--- config.mk ---
export PLATFORM = sky130hd
export DESIGN_NAME = muldiv_unit
export DESIGN_NICKNAME = d
export VERILOG_FILES = /design/src/rtl/muldiv_pkg.sv /design/src/rtl/muldiv_step.sv /design/src/rtl/muldiv_unit.sv
export SDC_FILE = /design/constraint.sdc
export NUM_CORES = 1
export LEC_CHECK = 0
export CAP_MARGIN = 30
export CORE_UTILIZATION = 33
export DETAILED_ROUTE_END_ITERATION = 10
export PLACE_DENSITY = 0.61
export RECOVER_POWER = 50
export SKIP_LAST_GASP = 1
export SLEW_MARGIN = 20
export SYNTH_ARGS = -nofsm -noshare
export SYNTH_HDL_FRONTEND = slang
export SYNTH_SLANG_ARGS = --single-unit
--- constraint.sdc ---
create_clock -name clk -period 12.38 [get_ports clk]
set_clock_uncertainty 0.05 [all_clocks]
set_input_delay 1.857 -clock clk [delete_from_list [all_inputs] [get_ports clk]]
set_output_delay 1.857 -clock clk [all_outputs]
set_load 0.01 [all_outputs]
--- src/rtl/muldiv_pkg.sv ---
// Shared definitions for the multi-cycle multiply/divide engine: op encodings,
// FSM states and the start-to-done latency helper.
package muldiv_pkg;

   localparam logic [1:0] MD_MULT  = 2'b00;
   localparam logic [1:0] MD_MULTU = 2'b01;
   localparam logic [1:0] MD_DIV   = 2'b10;
   localparam logic [1:0] MD_DIVU  = 2'b11;

   typedef enum logic [1:0] {
      ST_IDLE = 2'd0,
      ST_RUN  = 2'd1,
      ST_DONE = 2'd2
   } md_state_t;

   // Cycle offset from the accepting edge to the DONE cycle of the iterative path.
   function automatic int md_latency(input int width, input int step);
      return (width / step) + 32'sd1;
   endfunction

endpackage

--- src/rtl/muldiv_step.sv ---
// One combinational iteration of the engine: STEP bits of restoring
// shift-subtract (divide, MSB first) or shift-add (multiply, LSB first).
module muldiv_step #(
   parameter int WIDTH = 32,
   parameter int STEP  = 1
) (
   input  logic             div_i,
   input  logic [WIDTH-1:0] rem_i,
   input  logic [WIDTH-1:0] shreg_i,
   input  logic [WIDTH-1:0] opnd_i,
   output logic [WIDTH-1:0] rem_o,
   output logic [WIDTH-1:0] shreg_o
);

   logic [WIDTH-1:0] rem_v;
   logic [WIDTH-1:0] sh_v;
   logic [WIDTH:0]   shifted_v;
   logic [WIDTH:0]   trial_v;
   logic [WIDTH:0]   sum_v;

   // Unrolled iterations; the partial remainder is widened to WIDTH+1 for the trial subtract.
   always_comb begin
      rem_v     = rem_i;
      sh_v      = shreg_i;
      shifted_v = '0;
      trial_v   = '0;
      sum_v     = '0;
      for (int i = 0; i < STEP; i++) begin
         if (div_i) begin
            shifted_v = {rem_v, sh_v[WIDTH-1]};
            trial_v   = shifted_v - {1'b0, opnd_i};
            if (trial_v[WIDTH]) begin
               rem_v = shifted_v[WIDTH-1:0];
               sh_v  = {sh_v[WIDTH-2:0], 1'b0};
            end else begin
               rem_v = trial_v[WIDTH-1:0];
               sh_v  = {sh_v[WIDTH-2:0], 1'b1};
            end
         end else begin
            sum_v = {1'b0, rem_v} + {1'b0, opnd_i & {WIDTH{sh_v[0]}}};
            rem_v = sum_v[WIDTH:1];
            sh_v  = {sum_v[0], sh_v[WIDTH-1:1]};
         end
      end
      rem_o   = rem_v;
      shreg_o = sh_v;
   end

endmodule

--- src/rtl/muldiv_unit.sv ---
// Multi-cycle MULT/MULTU/DIV/DIVU engine with start/done handshake and annul.
// Define MULDIV_FAST_MUL_EN for a single-cycle registered array multiply.
module muldiv_unit
   import muldiv_pkg::*;
#(
   parameter int WIDTH = 32,
   parameter int STEP  = 1
) (
   input  logic             clk,
   input  logic             rst,
   input  logic             start,
   input  logic [1:0]       op,
   input  logic [WIDTH-1:0] a,
   input  logic [WIDTH-1:0] b,
   input  logic             annul,
   output logic             busy,
   output logic             done,
   output logic [WIDTH-1:0] hi,
   output logic [WIDTH-1:0] lo,
   output logic             div_zero
);

   localparam int NITER = md_latency(WIDTH, STEP) - 1;
   localparam int CW    = $clog2(NITER + 1);
   localparam logic [CW-1:0] LAST = CW'(NITER - 1);
   localparam logic [CW-1:0] ONE  = CW'(1);

   md_state_t state_q, state_d;
   logic [CW-1:0]    cnt_q, cnt_d;
   logic             busy_q, busy_d, done_q, done_d, dz_q, dz_d;
   logic [WIDTH-1:0] hi_q, hi_d, lo_q, lo_d;
   logic [WIDTH-1:0] rem_q, rem_d, sh_q, sh_d, opnd_q, opnd_d, araw_q, araw_d;
   logic             div_q, div_d, neg_q, neg_d, aneg_q, aneg_d, bz_q, bz_d;

   logic             cap_sgn, cap_aneg, cap_bneg;
   logic [WIDTH-1:0] mag_a, mag_b, rem_s, sh_s, fix_hi, fix_lo;
   logic [2*WIDTH-1:0] prod_s;

   // Signed ops run on magnitudes; the original signs are kept for the fix-up.
   assign cap_sgn  = ~op[0];
   assign cap_aneg = cap_sgn & a[WIDTH-1];
   assign cap_bneg = cap_sgn & b[WIDTH-1];
   assign mag_a    = cap_aneg ? -a : a;
   assign mag_b    = cap_bneg ? -b : b;

`ifdef MULDIV_FAST_MUL_EN
   logic [2*WIDTH-1:0] fast_prod;
   assign fast_prod = {{WIDTH{cap_aneg}}, a} * {{WIDTH{cap_bneg}}, b};
`endif

   muldiv_step #(.WIDTH(WIDTH), .STEP(STEP)) u_step (
      .div_i   (div_q),
      .rem_i   (rem_q),
      .shreg_i (sh_q),
      .opnd_i  (opnd_q),
      .rem_o   (rem_s),
      .shreg_o (sh_s)
   );

   // Sign fix-up of the final iteration, with the divide-by-zero override.
   always_comb begin
      fix_hi = '0;
      fix_lo = '0;
      prod_s = {rem_s, sh_s};
      if (div_q) begin
         if (bz_q) begin
            fix_lo = '1;
            fix_hi = araw_q;
         end else begin
            fix_lo = neg_q ? -sh_s : sh_s;
            fix_hi = aneg_q ? -rem_s : rem_s;
         end
      end else begin
         {fix_hi, fix_lo} = neg_q ? -prod_s : prod_s;
      end
   end

   // Next-state, capture and result-commit logic.
   always_comb begin
      state_d = state_q;  cnt_d  = cnt_q;   busy_d = busy_q;  done_d = 1'b0;
      hi_d    = hi_q;     lo_d   = lo_q;    dz_d   = dz_q;
      rem_d   = rem_q;    sh_d   = sh_q;    opnd_d = opnd_q;  araw_d = araw_q;
      div_d   = div_q;    neg_d  = neg_q;   aneg_d = aneg_q;  bz_d   = bz_q;
      case (state_q)
         ST_IDLE: begin
            if (start && !annul) begin
               busy_d  = 1'b1;
               cnt_d   = '0;
               rem_d   = '0;
               sh_d    = op[1] ? mag_a : mag_b;
               opnd_d  = op[1] ? mag_b : mag_a;
               div_d   = op[1];
               neg_d   = cap_aneg ^ cap_bneg;
               aneg_d  = cap_aneg;
               bz_d    = (b == '0);
               araw_d  = a;
               state_d = ST_RUN;
`ifdef MULDIV_FAST_MUL_EN
               if (!op[1]) begin
                  {hi_d, lo_d} = fast_prod;
                  dz_d    = 1'b0;
                  done_d  = 1'b1;
                  state_d = ST_DONE;
               end else begin
                  state_d = ST_RUN;
               end
`endif
            end else begin
               state_d = ST_IDLE;
            end
         end
         ST_RUN: begin
            if (annul) begin
               state_d = ST_IDLE;
               busy_d  = 1'b0;
               cnt_d   = '0;
            end else if (cnt_q == LAST) begin
               state_d = ST_DONE;
               cnt_d   = '0;
               done_d  = 1'b1;
               hi_d    = fix_hi;
               lo_d    = fix_lo;
               dz_d    = div_q & bz_q;
            end else begin
               cnt_d = cnt_q + ONE;
               rem_d = rem_s;
               sh_d  = sh_s;
            end
         end
         ST_DONE: begin
            state_d = ST_IDLE;
            busy_d  = 1'b0;
         end
         default: begin
            state_d = ST_IDLE;
            busy_d  = 1'b0;
         end
      endcase
   end

   // State, datapath and output registers.
   always_ff @(posedge clk) begin
      if (rst) begin
         state_q <= ST_IDLE;  cnt_q  <= '0;    busy_q <= 1'b0;  done_q <= 1'b0;
         hi_q    <= '0;       lo_q   <= '0;    dz_q   <= 1'b0;
         rem_q   <= '0;       sh_q   <= '0;    opnd_q <= '0;    araw_q <= '0;
         div_q   <= 1'b0;     neg_q  <= 1'b0;  aneg_q <= 1'b0;  bz_q   <= 1'b0;
      end else begin
         state_q <= state_d;  cnt_q  <= cnt_d; busy_q <= busy_d; done_q <= done_d;
         hi_q    <= hi_d;     lo_q   <= lo_d;  dz_q   <= dz_d;
         rem_q   <= rem_d;    sh_q   <= sh_d;  opnd_q <= opnd_d; araw_q <= araw_d;
         div_q   <= div_d;    neg_q  <= neg_d; aneg_q <= aneg_d; bz_q   <= bz_d;
      end
   end

   assign busy     = busy_q;
   assign done     = done_q;
   assign hi       = hi_q;
   assign lo       = lo_q;
   assign div_zero = dz_q;

endmodule

==> metrics, run 1 <==
outcome=complete, but fails checks; violated checks=capacitance limit, slew limit; Design Area, Final=just over 20000 um^2; ys async rst share=0; max-cap viol count=4; reg-to-reg startpoint=sh_q[31]; Initial DRC Count=2410; DR vias=approximately 19000; RSZ-0062 raised after global routing=no; Syn. warnings=0; post-layout net count=about 2600; H-Tree Depth=1; WL/cell=roughly 24 um; Worst Hold Path EP=hi[3]; Hold Path Cell Cnt=2; number of library cell types mapped by synthesis=104; row count=84; Syn-to-layout area delta=16.0%; setup violators final=0; post-cts sizing count=0; Synth top cells by count=313 x nand2_1, 290 x nor2_1, 216 x a21oi_1; Die Wd=between 200 and 250 um; Worst EP required=around 13 ns; FF+latch count, synth=just over 200; Slew Viols, Final=approximately 210; origin of the worst min-delay path=hi[3]; CTS Buf Count=27; final hold violations=0; top-area cell type share of the netlist area=0.235; # IOs=approximately 140; Final TNS setup=0 ns; reg2reg end=hi[6]; register-to-register setup slack=about 5.7 ns; Seq/Total Area, Yosys=0.235; clock latency on the worst-skew pair=about 0.57 ns; WHS=slightly above 0.4 ns; Initial Util=0.334; Reg clk slew, reported paths=~0.060 ns; Worst-Margin Slew=3.53 ns; Synth Net Count=around 2600; cts hold-fix bufs=0; post-CTS setup buffer count=0; CP endpoint kind=flip-flop; CTS tree=done; Clock Tree Buf Depth=3; vias per cell=around 6.0; DP HPWL=around 61000 um; DR pass1 iterations=6; Power Dens Cells=around 100 nW/um^2; Yosys top cell by area=dfxtp_1; worst vdd ir=approximately 0.000089 V; minimum clock period=~7 ns; dpl cell area=a little under 20000 um^2; Max Freq=0.142 GHz; routed wire length=77700 um; PortBufs=136; CP Data Arrival Time=around 7.4 ns; fin crit share=0.568; slowest stage cell, crit path=clkbuf_1; met1 WL=approximately 34000 um; global placement routability congestion=between 1 and 1.5; Post-synth EDFFs=0; first-pass GRT wire length=115000 um; ANT nets after route=0; metal2 WL=between 30000 and 40000 um; Total GRT Usage=0.279; Tightest Hold Check Type=reg2reg; Antenna diodes=0; synthesized instance count=roughly 2400; Area contributors post-synth=dfxtp_1 24%, nand2_1 6.7%, nor2_1 6.2%; crit-path max FO=between 70 and 80; Mapped Area=approximately 18000 um^2; Core ar.=about 53000 um^2; Critical Path, Cell by Cell=dlygate4sd3_1, inv_1, nand2_1, or3_1, clkbuf_1, a211oi_1, a221oi_1, nor2_1; r2r worst-path depth=23; highest routed layer=met5; cell at the root of the clock tree=clkbuf_16; Startpoint Class=primary input; Rel. slew slack=-1.36; die area=around 54000 um^2; grt total ovfl=0; crit-path max cell delay=around 2.6 ns; syn avg cell area=just over 7 um^2; Post-synth top flop=dfxtp_1; Pleak=0.00778 uW; layout cells sized above 1=0.0637; dpl cells=about 3100; antenna violations before repair=3; # clock sinks=around 210; CP Class=in2reg; vias in the first global route=between 15000 and 20000; most frequent cell after synthesis=nand2_1; largest net degree at the start of global routing=77; Die Y=233 um; DRC Markers=0; Non-Filler Instances=3200; WL met3=~6000 um
layout by cell type, fill, tap and decap left out, types with 68 or more instances in the layout:
| cell | instances |
|---|---|
| xnor2_1 | 91 |
| a211oi_1 | 75 |
| inv_1 | 71 |
| nor3_1 | 69 |
| ha_1 | 69 |
| dfxtp_1 | 205 |
| xor2_1 | 82 |
| dlygate4sd3_1 | 68 |
| o21ai_0 | 145 |
| a21oi_1 | 216 |
| nor2_1 | 289 |
| nand2_1 | 313 |
flip-flops by register name, summed over array words and instances, names as in the netlist, 2 cells and up:
signal	flops
opnd_q	32
cnt_q	6
sh_q	32
hi	32
state_q	2
rem_q	32
araw_q	32
lo	32
layout make-up:
type	count	area (um^2)
Fill cell	5486	32200
Sequential cell	207	4150
Tap cell	688	861
Inverter	72	270
Multi-Input combinational cell	2014	12600
Timing Repair Buffer	169	1620
Clock buffer	36	739
Clock inverter	14	201
critical path: cells and delay by family:
kind	cells	cell delay [ns]
AOI/OAI and AO/OA	2	1.04
buffers and inverters	3	3.24
and+or+nand+nor	3	1.20
logic make-up after synthesis:
| group | count (synthesis) | share of synthesized area |
|---|---|---|
| AO/OA/AOI/OAI | 776 | 0.294 |
| XOR/XNOR | 173 | 0.0861 |
| adder cells (fa/ha/maj) | 71 | 0.0513 |
| buffers and inverters | 226 | 0.0507 |
| flip-flops | 207 | 0.235 |
| multiplexers | 56 | 0.0335 |
| AND/OR/NAND/NOR | 938 | 0.249 |
per-layer routing:
layer	vias to the layer above	track usage
met5	-	0
li1	8992	-
met2	962	0.422
met1	9138	0.389
met4	4	0.132
met3	187	0.0373
stage by stage:
step / setup WS (ns) / utilization / total power [uW]
floorplan: 7.23 / - / 1070
global placement: 6.07 / 0.370 / 1260
detailed placement: 5.93 / 0.370 / 1260
CTS: 5.88 / 0.388 / 2110
global route: 5.01 / 0.388 / 2180
finish: 5.35 / 0.388 / 2120
power by group:
| group | leakage (uW) | switching [uW] | internal, uW |
|---|---|---|---|
| clock | 0.000465 | 344 | 508 |
| combinational | 0.00563 | 372 | 185 |
| sequential | 0.00168 | 22.1 | 686 |
| total | 0.00778 | 738 | 1380 |
how the worst max path moves through the flow:
stage          startpoint  slack (ns)        to
3_3_place_gp     sh_q[31]        6.07     hi[6]
2_1_floorplan    sh_q[31]        7.23    hi[20]
4_1_cts          sh_q[31]        5.88     hi[6]
5_1_grt             annul        5.01  sh_q[13]
3_5_place_dp     sh_q[31]        5.93     hi[6]
6_report            annul        5.35  sh_q[23]
No activity file was read; power rests on OpenSTA's default activity.
==> run 2: changes to the inputs <==
PLACE_DENSITY = 0.63   (was 0.61)
clock period = 6.4 ns   (was 12.38 ns; I/O delays follow)
==> run 2 against run 1 <==
The flow still finishes with violations (capacitance limit, slew limit). Die area unchanged. Power is 94% higher. Via count increased by 1.7%. Core utilization up 0.31 points. Count of clock-buffer cells in the layout decreased by 3. Clock power is 94% higher. Setup slack lost 4.8 ns. Largest cell class unchanged.
==> metrics, run 2 (synthesized netlist as in run 1, its figures left out) <==
outcome=complete, but fails checks; violated checks=capacitance limit, slew limit; CTS Buf Count=27 (unchanged); grt total ovfl=0 (unchanged); Worst-Margin Slew=3.29 ns (-0.248 ns); CTS tree=done; storage element area=4150 um^2 (unchanged); combinational share of power=0.263 (about the same); fillers=5414 (-1.3%); crit-path max FO=6 (-92%); vias in the first global route=17840 (-0.084%); routed wire length=77200 um (-0.61%); Design Area, Final=20600 um^2 (+0.81%); Worst EP required=6.68 ns (-6.08 ns); post-place setup slack=0.759 ns (-5.17 ns); cts hold-fix bufs=0 (unchanged); first-pass GRT wire length=114000 um (-0.45%); r2r worst-path depth=24 (+4.3%); grt met1 use=0.391 (+0.00205); Max Freq=about 0.17 GHz; # IOs=137 (unchanged); global placement routability congestion=1.06 (+6.1%); Rel. slew slack=-1.19 (+0.165); WL/cell=24.0 um (-1.2%); met2 usage=0.413 (-0.00902); largest net degree at the start of global routing=107 (+39%); Worst Hold Path EP=araw_q[3]; layer with the highest usage=met2; register-to-register setup slack=0.55 ns (-5.18 ns); Startpoint Class=flip-flop; DP HPWL=60400 um (-0.39%); Critical Path, Cell by Cell=inv_1, ha_1, inv_1, fa_1, a211oi_2, o211ai_2, a211o_1, and3_1, o31ai_1, buf_4, nor2_2, a21oi_1, ha_1, nand2_1, or3_1, or2_2, nand2b_1, nor2_1, nand2_1, o41ai_1, xnor2_1, o21ai_0, a21oi_1, nor3_1; Core ar.=52700 um^2 (unchanged); minimum clock period=5.85 ns; dpl cell area=19700 um^2 (+0.85%); most frequent cells in the layout=313 x nand2_1, 287 x nor2_1, 216 x a21oi_1; Initial DRC Count=2389 (-0.87%); PortBufs=136 (unchanged); setup violators final=0 (unchanged); Sequential Power Share=0.336 (+0.002); Total GRT Usage=0.278 (-0.000699); row count=84 (unchanged); Antenna diodes=0 (unchanged); ANT nets after route=0 (unchanged); max-cap viol count=3 (-1); H-Tree Depth=1 (unchanged); CP endpoint kind=flip-flop; origin of the worst min-delay path=araw_q[3]; post-route setup slack=0.549 ns (-4.80 ns); Slew Viols, Final=176 (-15%); switch share=0.351 (+0.00263); Crit path buffers/inverters=3 (unchanged); DR vias=19607 (+1.7%); footprint of the multi-input gates=12600 um^2 (about the same); reg-to-reg startpoint=sh_q[31]; post-layout net count=2651 (+0.72%); Pleak=0.00785 uW (+0.99%); Die Y=233 um (unchanged); cell at the root of the clock tree=clkbuf_16; Clock Tree Buf Depth=3 (unchanged); crit path launch=sh_q[31]; internal power=2660 uW (+93%); Power Dens Cells=199 nW/um^2 (+92%); vias per cell=6.09 (+1.1%); Initial Util=0.334 (unchanged); Reg clk slew, reported paths=0.06 ns (about the same); fin crit share=0.914; Hold Path Cell Cnt=2 (unchanged); DR pass1 iterations=6 (unchanged); met3 usage=0.0511 (+0.0138); switching power=1440 uW (+95%); antenna violations before repair=0 (-3); Clock Power Share=0.401 (about the same); CP Data Arrival Time=6.13 ns (-1.27 ns); die area=54300 um^2 (unchanged); # clock sinks=207 (unchanged); Tightest Hold Check Type=reg2reg; layout cells sized above 1=0.0727 (+0.00900); CP Depth=24 (+16); Die Wd=233 um (unchanged); Top delay family on crit path=simple AND/OR/NAND/NOR gates; CP Class=reg2reg; final hold violations=0 (unchanged); RSZ-0062 raised after global routing=no; worst vdd ir=0.000236 V (+170%); Syn-to-layout area delta=17.0%; post-cts sizing count=0 (unchanged); most common cell after layout, fill and taps aside=nand2_1; Final Total Pwr=4100 uW (+94%); post-CTS setup buffer count=0 (unchanged); DRC Markers=0 (unchanged); Final TNS setup=0 ns (unchanged); clock latency on the worst-skew pair=0.59 ns (+0.02 ns); crit-path max cell delay=0.47 ns (-2.08 ns); share of the core filled with cells=0.391 (+0.00314); slowest stage cell, crit path=o41ai_1; reg2reg end=hi[6]
## run 2: changes by cell type in the layout (fill, tap and decap cells not counted), sizes merged
cell	before	now
buf	31	50
clkinvlp	0	5
inv	75	73
dlygate4sd3	68	67
clkdlybuf4s50	66	67
clkbuf	40	37
## run 2: worst reg2reg max path: cells and delay by family, from the launching register on
family                     cells  cell delay (ns)
DFF                            1             0.34
and+or+nand+nor                9             1.93
adders and majority gates      3             0.87
buffers and inverters          3             0.32
AOI/OAI and AO/OA              8             1.92
xor gates and xnor gates       1             0.18
## run 2: how the worst max path moves through the flow
| stage | to | slack, ns |
|---|---|---|
| 5_1_grt | sh_q[1] | 0.26 |
| 4_1_cts | hi[20] | 0.74 |
| 6_report | hi[6] | 0.55 |
| 3_5_place_dp | hi[20] | 0.76 |
| 2_1_floorplan | hi[20] | 1.25 |
| 3_3_place_gp | hi[26] | 0.65 |
## run 2: stage by stage
step / instances / hold slack (ns)
6_report: 3219 / 0.408
5_1_grt: 3219 / 0.420
4_1_cts: 3219 / 0.407
3_5_place_dp: 3169 / 0.398
3_3_place_gp: 3164 / 0.398
2_1_floorplan: 2447 / 0.382
## run 2: area by class of cell
cell class / count / area share
timing repair buffer: 188 / 0.0862
clock inverter: 17 / 0.0109
clock buffer: 33 / 0.0349
sequential: 207 / 0.202
inverter: 72 / 0.0131
multi-input combinational: 2014 / 0.611
tap: 688 / 0.0418
## run 2: metal layers
layer	wire [um]	part of all wire
met1	34100	0.44
met3	7100	0.092
met4	3590	0.047
met5	0	0
met2	32500	0.42
## run 2: power by group through the flow
stage | logic (uW) | registers (uW) | clock network (uW)
2_1_floorplan | 694 | 1380 | 0
3_3_place_gp | 1040 | 1400 | 0
3_5_place_dp | 1050 | 1410 | 0
4_1_cts | 1050 | 1380 | 1650
5_1_grt | 1150 | 1380 | 1700
6_report | 1080 | 1380 | 1650
